<file path="config.mk">
export PLATFORM = sky130hd
export DESIGN_NAME = div_unit
export DESIGN_NICKNAME = d
export VERILOG_FILES = /design/src/rtl/div_unit.sv
export SDC_FILE = /design/constraint.sdc
export NUM_CORES = 1
export LEC_CHECK = 0
export ABC_CLOCK_PERIOD_IN_PS = 13210
export BUFFER_PORTS_ARGS = -buffer_cell sky130_fd_sc_hd__buf_2
export CAP_MARGIN = 0
export CORE_AREA = 2 2 178 180
export DETAILED_ROUTE_END_ITERATION = 10
export DIE_AREA = 0 0 180 182
export GPL_ROUTABILITY_DRIVEN = 0
export GPL_TIMING_DRIVEN = 0
export PLACE_DENSITY = 0.7
export SLEW_MARGIN = 20
export SYNTH_ARGS = -nofsm -noshare
export SYNTH_HDL_FRONTEND = slang
export SYNTH_SLANG_ARGS = --single-unit
</file>
<file path="constraint.sdc">
create_clock -name clk -period 13.21 [get_ports clk]
set_clock_uncertainty 0.1 [all_clocks]
set_input_delay 3.3025 -clock clk [delete_from_list [all_inputs] [get_ports clk]]
set_output_delay 3.3025 -clock clk [all_outputs]
set_load 0.005 [all_outputs]
</file>
<file path="src/rtl/div_unit.sv">
// div_unit: multi-cycle radix-2 restoring divider for MIPS div/divu with stall, annul and divide-by-zero
module div_unit #(
  parameter int WIDTH = 32
) (
  input  logic             clk,
  input  logic             resetn,
  input  logic [7:0]       alucontrol,
  input  logic             start,
  input  logic             annul,
  input  logic [WIDTH-1:0] num1,
  input  logic [WIDTH-1:0] num2,
  output logic             stall,
  output logic             ready,
  output logic             div_by_zero,
  output logic [WIDTH-1:0] result_lo,
  output logic [WIDTH-1:0] result_hi
);
  localparam logic [7:0] EXE_DIV_OP  = 8'b00011010;
  localparam logic [7:0] EXE_DIVU_OP = 8'b00011011;
  localparam int CW = $clog2(WIDTH);
  localparam logic [CW-1:0] LAST = CW'(WIDTH - 1);
  typedef enum logic [1:0] {IDLE, ZERO, ON, END} state_t;
  state_t state;
  logic [CW-1:0] cnt;
  logic [WIDTH-1:0] rem, quot, dvs, nq, nr, abs1, abs2;
  logic [WIDTH:0] sh, diff;
  logic neg_q, neg_r, sgn, dstart;
  assign sgn    = alucontrol == EXE_DIV_OP;
  assign dstart = start & (sgn | (alucontrol == EXE_DIVU_OP));
  assign stall  = dstart & (state != END) & ~annul;
  assign abs1   = (sgn & num1[WIDTH-1]) ? -num1 : num1;
  assign abs2   = (sgn & num2[WIDTH-1]) ? -num2 : num2;
  // one restoring step: shift {rem,quot} left, trial-subtract, keep on no-borrow
  assign sh     = {rem, quot[WIDTH-1]};
  assign diff   = sh - {1'b0, dvs};
  assign nq     = {quot[WIDTH-2:0], ~diff[WIDTH]};
  assign nr     = diff[WIDTH] ? sh[WIDTH-1:0] : diff[WIDTH-1:0];
  // control FSM with datapath registers and registered results
  always_ff @(posedge clk or negedge resetn) begin
    if (!resetn) begin
      state       <= IDLE;
      cnt         <= '0;
      rem         <= '0;
      quot        <= '0;
      dvs         <= '0;
      neg_q       <= 1'b0;
      neg_r       <= 1'b0;
      ready       <= 1'b0;
      div_by_zero <= 1'b0;
      result_lo   <= '0;
      result_hi   <= '0;
    end else if (annul) begin
      state <= IDLE;
      ready <= 1'b0;
    end else begin
      ready <= 1'b0;
      case (state)
        IDLE: if (dstart) begin
          dvs         <= abs2;
          quot        <= abs1;
          rem         <= '0;
          cnt         <= '0;
          neg_q       <= sgn & (num1[WIDTH-1] ^ num2[WIDTH-1]);
          neg_r       <= sgn & num1[WIDTH-1];
          div_by_zero <= 1'b0;
          state       <= (num2 == '0) ? ZERO : ON;
        end
        ZERO: begin
          result_lo   <= '0;
          result_hi   <= '0;
          div_by_zero <= 1'b1;
          ready       <= 1'b1;
          state       <= END;
        end
        ON: begin
          quot <= nq;
          rem  <= nr;
          cnt  <= cnt + 1'b1;
          if (cnt == LAST) begin
            result_lo <= neg_q ? -nq : nq;
            result_hi <= neg_r ? -nr : nr;
            ready     <= 1'b1;
            state     <= END;
          end
        end
        default: state <= IDLE;
      endcase
    end
  end
endmodule

</file>
## Word-level counts from Yosys, hierarchy flattened

Cells that the tools add are included.

- Multiplexer cells: 25
- Bitwise gates (word level): 10
- Reductions and logical operators: 10
- $add $sub $neg: 6
- Equality and inequality tests: 10

Operators with widths:

| cell | count |
|---|---|
| $mux W32 | 9 |
| $pmux W32 S2 | 4 |
| $neg A32 Y32 | 4 |
| $sub A33 B32 Y33 | 1 |
| $logic_not A32 Y1 | 1 |
| $eq A8 B5 Y1 const B | 2 |
| $reduce_and A3 Y1 | 4 |
| $pmux W5 S2 | 1 |
| $mux W2 | 4 |
| $and A1 B1 Y1 | 6 |
| $ne A2 B2 Y1 const B | 3 |
| $ne A3 B3 Y1 const B | 2 |
| $pmux W2 S3 | 1 |
| $reduce_bool A2 Y1 | 3 |
| $add A5 B1 Y5 const B | 1 |
| $eq A5 B5 Y1 const B | 1 |
| $mux W5 | 1 |
| $pmux W1 S2 | 2 |
| $mux W1 | 3 |
| $eq A2 B1 Y1 const B | 1 |
| $eq A2 B2 Y1 const B | 1 |
| $logic_not A2 Y1 | 1 |
| $not A1 Y1 | 2 |
| $reduce_and A2 Y1 | 1 |
| other kinds (2) | 2 |

- Flip-flop bits (word level): 171
- Logic and storage cells: 72
- Output and inout port bits: 67

## Longest topological paths before layout

Gate-level depths: netlist of run 1.

- Word-level depth: 6
- Depth in mapped cells: 25
- Gate-level depth less buffers: 21

## Worst setup path after synthesis of run 1

OpenSTA, ideal clock, no wires.

- Kind: input to output
- Start point: input alucontrol[5]
- End point: output stall
- Setup slack: 5.724 ns
- Data required time: 9.807 ns
- Cell stages on the path: 4
- Arrival time: 4.084 ns
- Path through: nor4b_1 > and4b_1 > nand2_1 > nor3_1

- Cells in the longest elaborated chain, start to end: 5
- Elaborated cells on any way between the ends: 6
- Those cells by class: 2 x eq/ne; 4 x bitwise

RTL lines:

| item | line | source |
|---|---|---|
| start: declaration | 7 | `input logic [7:0] alucontrol,` |
| $eq A8 B5 Y1 (on tied branches) | 28, 29 |  |
| $or A1 B1 Y1 * | 29 | `assign dstart = start & (sgn \| (alucontrol == EXE_DIVU_OP));` |
| $and A1 B1 Y1 * | 29 |  |
| $and A1 B1 Y1 * (2 in a row) | 30 | `assign stall = dstart & (state != END) & ~annul;` |
| end: declaration | 12 | `output logic stall,` |

Every way passes the cells marked *; elsewhere a longest branch is shown, timed or not.

## Final worst setup path of run 1

Ends and elaborated chain as after synthesis.

==> impl_metrics.yaml, run 1 <==
outcome:
  status: "complete, no violations"
die:
  start_util_pct: 39.45
  fp-row-count: 65
  ioPinCount: 143
  die_x_um: 180
  die_area_mm2: 0.03276
  die_height_um: 182
  core-area_mm2: 0.03099
place:
  hpwl_mm: 30.08
  place_ws_ps: 5374
  io_buffers: 141
power_and_ir_drop:
  p_comb_share_pct: 25.6
  p_leak_nw: 6.347
  power_density_mw_per_mm2: 102.3
  power_switching_mw: 0.5075
  swShare_pct: 35.32
  vdd_drop_max_mv: 0.09442
  p_seq_share_pct: 40.3
  p_int_mw: 0.9292
  clockPowerShare_pct: 34.1
logic_synthesis:
  synth_xor_area_share_pct: 10.03
  synth_edf_count: 0
  yosysTopAreaCell: "dfrtp_1"
  syn-num-nets: 1602
  synth_top_area_share_pct: 35.00
  synthAdderAreaFrac_pct: 4.462
  synthCells: 1483
  synthMuxAreaShare_pct: 2.507
  ys.flop_type: "dfrtp_1"
  synth_warnings: 0
  synthSimpleGateAreaFrac_pct: 19.54
  async_flop_share_pct: 100.0
  synth_compound_area_share_pct: 23.85
  ys_types: 72
  synth_top_cells_by_area: "dfrtp_1, o21ai_0, a21oi_1"
  synth_seq_cells: 171
  synth-seq-area-share_pct: 35.00
  synth_top_family_by_area: "compound AO/OA/AOI/OAI gates"
  avgSynthCellArea_um2: 8.244
  syn-cell-area_mm2: 0.01223
final_layout:
  area_growth_pct: 14.87
  multi_input_area_mm2: 0.007395
  n_fill_cell: 3045
  fin_nets: 1763
  drive_gt1_share_pct: 12.55
  n_antenna_cell: 0
  seq_area_mm2: 0.004279
cts:
  clk_pin_slew_ps: 70
  cts_tree: "done"
  cts_buffers: 17
  cts-root-buf: "clkbuf_16"
  cts_buffer_depth: 2
  htreeDepth: 4
  clock_latency_ps: 450
  cts_hold_buf: 0
  postCtsSetupRepairBufs: 0
  cts_sinks: 171
  ctsResizeCount: 0
timing:
  grt_setup_unrepaired: "no"
  worst_slack_ps: 5398
  maxSlewViolCount: 0
  setup-tns-final_ps: 0
  finalHoldViolCount: 0
  tightest_slew_ps: 920.3
  final-setup-viol-count: 0
  max_freq_mhz: 128.0
  relSlewSlack_pct: 38.52
  period_share_pct: 59.14
  fin_crit_ps: 7812
detailed_routing:
  routed_wl_mm: 38.83
  route.met2.wl_mm: 17.41
  wl_met3_mm: 2.577
  ant_nets: 0
  viasPerCell: 5.867
  via_count: 12080
  drtPass1Iterations: 5
  avgRoutedWirePerCell_um: 18.86
  highest_layer: "met4"
  drtIter0Drc: 1133
  met1Wirelength_mm: 17.43
  drc: 0
job:
  maxCapViolCount: 0
global_routing:
  grt_max_degree: 96
  grt_pass1_wl_mm: 62.24
  grt_use_total_pct: 23.62
  antenna_found_initial: 0
  grt_pass1_vias: 11660
  gr-total-overflow: 0
setup_path:
  startpoint_type: "input pin"
  worst_setup_path_end_kind: "primary output"
  path_class: "in -> out"
  cp.required_ps: 9810
  cp_max_fo: 6
  cp_data_arrival_time_ps: 4410
min_path:
  holdCritPathClass: "reg -> reg"
[power groups by stage]
stage,Combinational (mW),Clock (mW),Sequential (mW)
floorplan,0.249,0,0.580
global placement,0.351,0,0.587
detailed placement,0.359,0,0.588
CTS,0.362,0.494,0.578
global route,0.410,0.517,0.583
finish,0.368,0.490,0.579
[routing by layer]
layer  global-route usage, %  vias to the layer above
li1                        -                     5688
met1                   32.08                     5783
met2                   37.15                      508
met3                   4.132                      102
met4                   9.951                        0
met5                       0                        -
[layout make-up]
cell class              instances  share of cell area [%]
clock inverters                15                  0.9533
inverters                      59                   1.577
flip-flops and latches        171                   30.47
multi-input cells            1166                   52.65
clock buffers                  17                   3.029
repair buffers                142                   5.292
well taps                     402                   3.582
plain buffers                  87                   2.441
[placed cells by master (no fill, tap or decap), types with 49 or more instances in the layout]
cell type,netlist,routed
a21oi_1,137,137
nand3_1,49,49
inv_1,58,58
nand2_1,146,146
xnor2_1,77,77
clkbuf_1,73,73
a22o_1,57,57
xor2_1,63,63
buf_2,4,144
nor2_1,126,126
dfrtp_1,171,171
o21ai_0,139,139
[state kept, by name (all words and copies together), names as in the netlist]
signal       count
ready            1
result_hi       32
neg_q            1
rem             32
div_by_zero      1
quot            32
cnt              5
result_lo       32
dvs             32
state            2
neg_r            1
[path summary, 6_finish.rpt]
path	start	endpoint	slack (ps)	cells past startpoint
worst min register to register	result_hi[24]	result_hi[24]	380	2
worst min-delay path	result_hi[24]	result_hi[24]	380	2
max in group asynchronous	resetn	result_lo[15]	9380	2
worst max-delay path	alucontrol[5]	stall	5400	6
min in group asynchronous	resetn	dvs[7]	2740	1
worst max register to register	rem[4]	result_hi[30]	5950	23
[worst max-delay path: stages]
cell     delay [ps]
buf_2            90
nor4b_1         290
and4b_1         270
nand2_1         160
nor3_1          150
buf_2           140
[Yosys cell counts (6+ instances only)]
cell type,count
clkbuf_1,73
nand2_1,146
o31ai_1,29
inv_1,58
o41ai_1,14
a21o_1,7
nor3_1,24
or3_1,22
or2_2,10
or4_1,16
a22o_1,57
and2_1,15
ha_1,42
nor2_1,126
nor4_1,22
buf_1,8
mux2i_1,25
a21oi_1,137
o2111ai_1,6
dfrtp_1,171
xor2_1,63
and3_1,13
xnor2_1,77
a31oi_1,11
nand3_1,49
o21ai_0,139
and4_1,9
nand2b_1,11
o21bai_1,6
nand4_1,12
a211oi_1,8
[metrics by stage]
| stage | power, mW | area [um2] | hold WS, ps | utilization (%) | instances |
|---|---|---|---|---|---|
| final | 1.437 | 14040 | 378.5 | 45.32 | 2059 |
| after floorplan | 0.8293 | 12230 | 353.8 | - | 1483 |
| after CTS | 1.434 | 14040 | 386.5 | 45.30 | 2059 |
| after detailed placement | 0.9471 | 13480 | 369.8 | 43.50 | 2027 |
| after global routing | 1.509 | 14040 | 427.0 | 45.32 | 2059 |
| after global placement | 0.9377 | 13430 | 360.9 | 43.36 | 2026 |
[logic make-up (layout without fill, tap and decap cells)]
logic type | after synthesis | count (layout)
AND/OR/NAND/NOR | 492 | 492
adder cells (fa/ha/maj) | 43 | 43
XOR/XNOR | 140 | 140
AO/OA/AOI/OAI | 461 | 461
flip-flops | 171 | 171
multiplexers | 30 | 30
buffers and inverters | 146 | 320
(Power assumes the default switching activity.)
==> run 2: changes to the inputs <==
--- a/config.mk
+++ b/config.mk
@@ -5,7 +5,7 @@
 export SDC_FILE = /design/constraint.sdc
 export NUM_CORES = 1
 export LEC_CHECK = 0
-export ABC_CLOCK_PERIOD_IN_PS = 13210
+export ABC_CLOCK_PERIOD_IN_PS = 7340
 export BUFFER_PORTS_ARGS = -buffer_cell sky130_fd_sc_hd__buf_2
 export CAP_MARGIN = 0
 export CORE_AREA = 2 2 178 180
==> constraint.sdc (replaced) <==
create_clock -name clk -period 7.34 [get_ports clk]
set_clock_uncertainty 0.1 [all_clocks]
set_input_delay 1.835 -clock clk [delete_from_list [all_inputs] [get_ports clk]]
set_output_delay 1.835 -clock clk [all_outputs]
set_load 0.005 [all_outputs]
==> impl_metrics.yaml, run 2 (synthesis results as in run 1) <==
final_layout:
  layout_commonest_cell: "dfrtp_1"
  fin_cells: 2059
  seq_area_mm2: 0.004279
  final_cell_mix: "dfrtp_1, nand2_1, buf_2, o21ai_0, a21oi_1"
  fin_nets: 1763
  final_util_pct: 45.33
  area_growth_pct: 14.89
  n_fill_cell: 3044
  fin_area_mm2: 0.01405
  multi_input_area_mm2: 0.007395
  drive_gt1_share_pct: 12.67
  n_antenna_cell: 0
power_and_ir_drop:
  vdd_drop_max_mv: 0.1707
  p_leak_nw: 6.352
  p_comb_share_pct: 25.7
  total_power_mw: 2.584
  clockPowerShare_pct: 34.0
  p_seq_share_pct: 40.3
  power_switching_mw: 0.9117
  power_density_mw_per_mm2: 184.0
  p_int_mw: 1.672
  swShare_pct: 35.28
setup_path:
  cp.buffers_inverters: 6
  timing.rr.end: "result_hi[26]"
  path_class: "reg -> reg"
  reg2reg_depth: 23
  crit_path_max_incr_delay_ps: 550
  cp.required_ps: 7580
  cp_max_fo: 10
  cp_data_arrival_time_ps: 7080
  worst_path_max_delay_cell: "a211oi_1"
  path_cells: "ha_1 -> buf_2 -> a21oi_1 -> nand2_1 -> o21ai_1 -> a211oi_1 -> o211a_1 -> buf_6 -> clkinv_1 -> clkbuf_1 -> clkbuf_2 -> clkbuf_2 -> nor2_1 -> a21oi_1 -> ha_1 -> and2_1 -> nand4_1 -> nor4_1 -> nor3_1 -> a211oi_1 -> o21ai_0 -> xnor2_1 -> a22o_1"
  worst_setup_path_end_kind: "flip-flop"
  ff2ff_setup_slack_ps: 490
  crit_family: "compound AO/OA/AOI/OAI gates"
  worstReg2RegStart: "rem[4]"
  cp.depth: 23
  startpoint_type: "flip-flop"
cts:
  postCtsSetupRepairBufs: 0
  cts_tree: "done"
  cts_buffer_depth: 2
  cts-root-buf: "clkbuf_16"
  cts_sinks: 171
  cts_buffers: 17
  htreeDepth: 4
  clk_pin_slew_ps: 70
  clock_latency_ps: 450
place:
  hpwl_mm: 30.08
  dp_cells: 2027
  io_buffers: 141
  place_ws_ps: 439.7
  placed_area_mm2: 0.01348
die:
  die_height_um: 182
  core-area_mm2: 0.03099
  die_area_mm2: 0.03276
  ioPinCount: 143
  fp-row-count: 65
  start_util_pct: 39.45
  die_x_um: 180
detailed_routing:
  wl_met3_mm: 2.773
  met1Wirelength_mm: 17.26
  avgRoutedWirePerCell_um: 18.87
  routed_wl_mm: 38.85
  via_count: 12080
  drtIter0Drc: 1080
  ant_nets: 0
  highest_layer: "met4"
  viasPerCell: 5.865
  route.met2.wl_mm: 17.37
  drtPass1Iterations: 7
  drc: 0
timing:
  final-setup-viol-count: 0
  relSlewSlack_pct: 39.55
  tightest_slew_ps: 904.9
  grt_setup_unrepaired: "no"
  period_share_pct: 93.26
  maxSlewViolCount: 0
  worst_slack_ps: 494.5
  fin_crit_ps: 6846
  finalHoldViolCount: 0
  max_freq_mhz: 146.1
  hold_ws_ps: 381.0
  setup-tns-final_ps: 0
global_routing:
  antenna_found_initial: 0
  grt_use_total_pct: 23.62
  grt_max_degree: 96
  grt_pass1_wl_mm: 62.24
  gr-total-overflow: 0
  grt_pass1_vias: 11660
min_path:
  holdCritPathClass: "reg -> reg"
  whs_path_depth: 2
  hold_end: "result_hi[24]"
  min_from: "result_hi[24]"
job:
  maxCapViolCount: 0
outcome:
  status: "complete, no violations"
run 2: cell count changes in the layout (fill, tap and decap cells not counted), sizes merged:
cell | before | now
buf | 156 | 155
clkbuf | 90 | 91
run 2: power groups by stage:
stage	Sequential, mW	Combinational [mW]	Clock (mW)
finish	1.04	0.663	0.879
floorplan	1.04	0.449	0
global route	1.05	0.737	0.931
global placement	1.06	0.632	0
CTS	1.04	0.651	0.890
detailed placement	1.06	0.646	0
run 2: repair_timing:
item / CTS / global route
gates resized for setup: 0 / 3
hold buffers: 0 / 0
setup endpoints to repair: 0 / 5
run 2: worst max path at each step:
stage	from	end	slack [ps]
after floorplan	quot[31]	result_lo[30]	1940
after global placement	rem[4]	result_hi[30]	490
after detailed placement	rem[4]	result_hi[30]	440
after CTS	rem[4]	result_hi[30]	410
after global routing	rem[4]	result_hi[30]	150
final	rem[4]	result_hi[26]	490
run 2: cell type report:
cell class                 count  share of cell area [%]
clock buffer                  17                   3.029
inverter                      59                   1.577
sequential                   171                   30.46
multi-input combinational   1166                   52.65
tap                          402                   3.581
buffer                        87                   2.459
timing repair buffer         142                   5.291
clock inverter                15                  0.9531
run 2: per-layer routing:
metal | global-route usage, % | vias up
li1 | - | 5682
met1 | 32.08 | 5760
met2 | 37.15 | 527
met3 | 4.132 | 108
met4 | 9.951 | 0
met5 | 0 | -
run 2: tightest hold or removal path, stage by stage, from the launching register on:
cell and delay (ps):
dfrtp_1 350, nand2_1 50, o31ai_1 50
==> run 3: changes to the inputs <==
--- a/config.mk
+++ b/config.mk
@@ -8,9 +8,9 @@
 export ABC_CLOCK_PERIOD_IN_PS = 7340
 export BUFFER_PORTS_ARGS = -buffer_cell sky130_fd_sc_hd__buf_2
 export CAP_MARGIN = 0
-export CORE_AREA = 2 2 178 180
+export CORE_AREA = 2 2 146 220
 export DETAILED_ROUTE_END_ITERATION = 10
-export DIE_AREA = 0 0 180 182
+export DIE_AREA = 0 0 148 222
 export GPL_ROUTABILITY_DRIVEN = 0
 export GPL_TIMING_DRIVEN = 0
 export PLACE_DENSITY = 0.7
==> impl_metrics.yaml, run 3 (synthesis results as in run 1) <==
timing:
  tightest_slew_ps: 949.1
  maxSlewViolCount: 0
  period_share_pct: 93.83
  finalHoldViolCount: 0
  grt_setup_unrepaired: "no"
  max_freq_mhz: 145.2
  fin_crit_ps: 6887
  relSlewSlack_pct: 36.14
  setup-tns-final_ps: 0
  final-setup-viol-count: 0
cts:
  cts_buffers: 17
  cts-root-buf: "clkbuf_16"
  postCtsSetupRepairBufs: 0
  clock_latency_ps: 450
  htreeDepth: 4
  cts_sinks: 171
  cts_tree: "done"
  ctsResizeCount: 0
  cts_hold_buf: 0
  clk_pin_slew_ps: 70
  cts_buffer_depth: 2
final_layout:
  fin_nets: 1763
  drive_gt1_share_pct: 12.61
  final_cell_mix: "dfrtp_1, nand2_1, buf_2, o21ai_0, a21oi_1"
  fin_cells: 2063
  fin_area_mm2: 0.01407
  layout_commonest_cell: "dfrtp_1"
  final_util_pct: 45.63
  area_growth_pct: 15.12
detailed_routing:
  avgRoutedWirePerCell_um: 19.57
  drtPass1Iterations: 5
  drc: 0
  routed_wl_mm: 40.37
  via_count: 12150
  drtIter0Drc: 812
  viasPerCell: 5.889
  ant_nets: 0
die:
  die_height_um: 222
  fp-row-count: 79
  die_x_um: 148
  core-area_mm2: 0.03084
  die_area_mm2: 0.03286
  ioPinCount: 143
  start_util_pct: 39.64
place:
  hpwl_mm: 31.56
  dp_cells: 2030
  placed_area_mm2: 0.01348
  io_buffers: 141
global_routing:
  grt_use_total_pct: 24.81
  grt_pass1_wl_mm: 63.89
  grt_max_degree: 88
  antenna_found_initial: 1
  grt_pass1_vias: 12240
  gr-total-overflow: 0
setup_path:
  cp_data_arrival_time_ps: 7130
  cp.required_ps: 7580
  startpoint_type: "flip-flop"
  cp_max_fo: 10
  worst_setup_path_end_kind: "flip-flop"
  path_class: "reg -> reg"
outcome:
  status: "complete, no violations"
power_and_ir_drop:
  vdd_drop_max_mv: 0.1749
  p_leak_nw: 6.381
  power_density_mw_per_mm2: 188.0
min_path:
  holdCritPathClass: "reg -> reg"
job:
  maxCapViolCount: 0
==> run 3: cell count changes in the layout (fill, tap and decap cells not counted), sizes merged <==
cell	previous run	this run
bufinv	0	2
clkinv	6	7
clkinvlp	4	1
diode	0	1
==> run 3: area by class of cell <==
cell class,instances,area (um2)
Fill cell,3088,16770
Antenna cell,1,2.502
Clock inverter,15,161.4
Multi-Input combinational cell,1166,7388
Tap cell,405,506.7
Inverter,59,221.5
Timing Repair Buffer,142,743.2
Buffer,87,345.3
Sequential cell,171,4279
Clock buffer,17,425.4
==> run 3: metrics by stage <==
stage	setup WS [ps]	hold WS, ps	power, mW
6_report	453.1	403.6	2.646
5_1_grt	35.61	424.3	2.769
4_1_cts	278.4	406.0	2.642
3_5_place_dp	319.4	386.6	1.721
3_3_place_gp	412.1	361.6	1.702
2_1_floorplan	1942	353.8	1.492
==> run 3: worst paths after layout <==
| kind | start | to | slack, ps | cells past startpoint |
|---|---|---|---|---|
| worst max-delay path | rem[4] | result_hi[30] | 450 | 23 |
| worst min-delay path | result_hi[7] | result_hi[7] | 400 | 1 |
| worst max register to register | rem[4] | result_hi[30] | 450 | 23 |
| worst min register to register | result_hi[7] | result_hi[7] | 400 | 1 |
| max in group asynchronous | resetn | rem[17] | 4920 | 2 |
| min in group asynchronous | resetn | dvs[6] | 1280 | 1 |
==> run 3: critical path: stages, from the launching register on <==
cell and delay (ps):
dfrtp_1 480, ha_1 330, buf_2 170, a21oi_1 410, nand2_1 100, o21ai_1 470, a211oi_1 230, o211a_1 280
buf_6 150, clkinv_1 210, clkbuf_1 520, clkbuf_2 380, clkbuf_2 350, nor2_1 70, a21oi_1 310, ha_1 310
and2_1 150, nand4_1 170, nor4_1 440, a31oi_1 210, a31oi_1 330, a21boi_0 290, xnor2_1 120, a22o_1 190
==> run 3: where the power goes <==
| group | internal (mW) | total [mW] | switching, mW |
|---|---|---|---|
| clock network | 0.508 | 0.929 | 0.421 |
| registers | 0.988 | 1.04 | 0.0542 |
| logic | 0.241 | 0.674 | 0.434 |
==> run 3: metal layers <==
metal	GRT usage [%]	wire length [um]	vias up
met5	0	0	-
met4	18.59	3294	0
met3	4.671	1863	173
met2	44.83	20990	467
met1	24.85	14230	5813
li1	-	-	5695
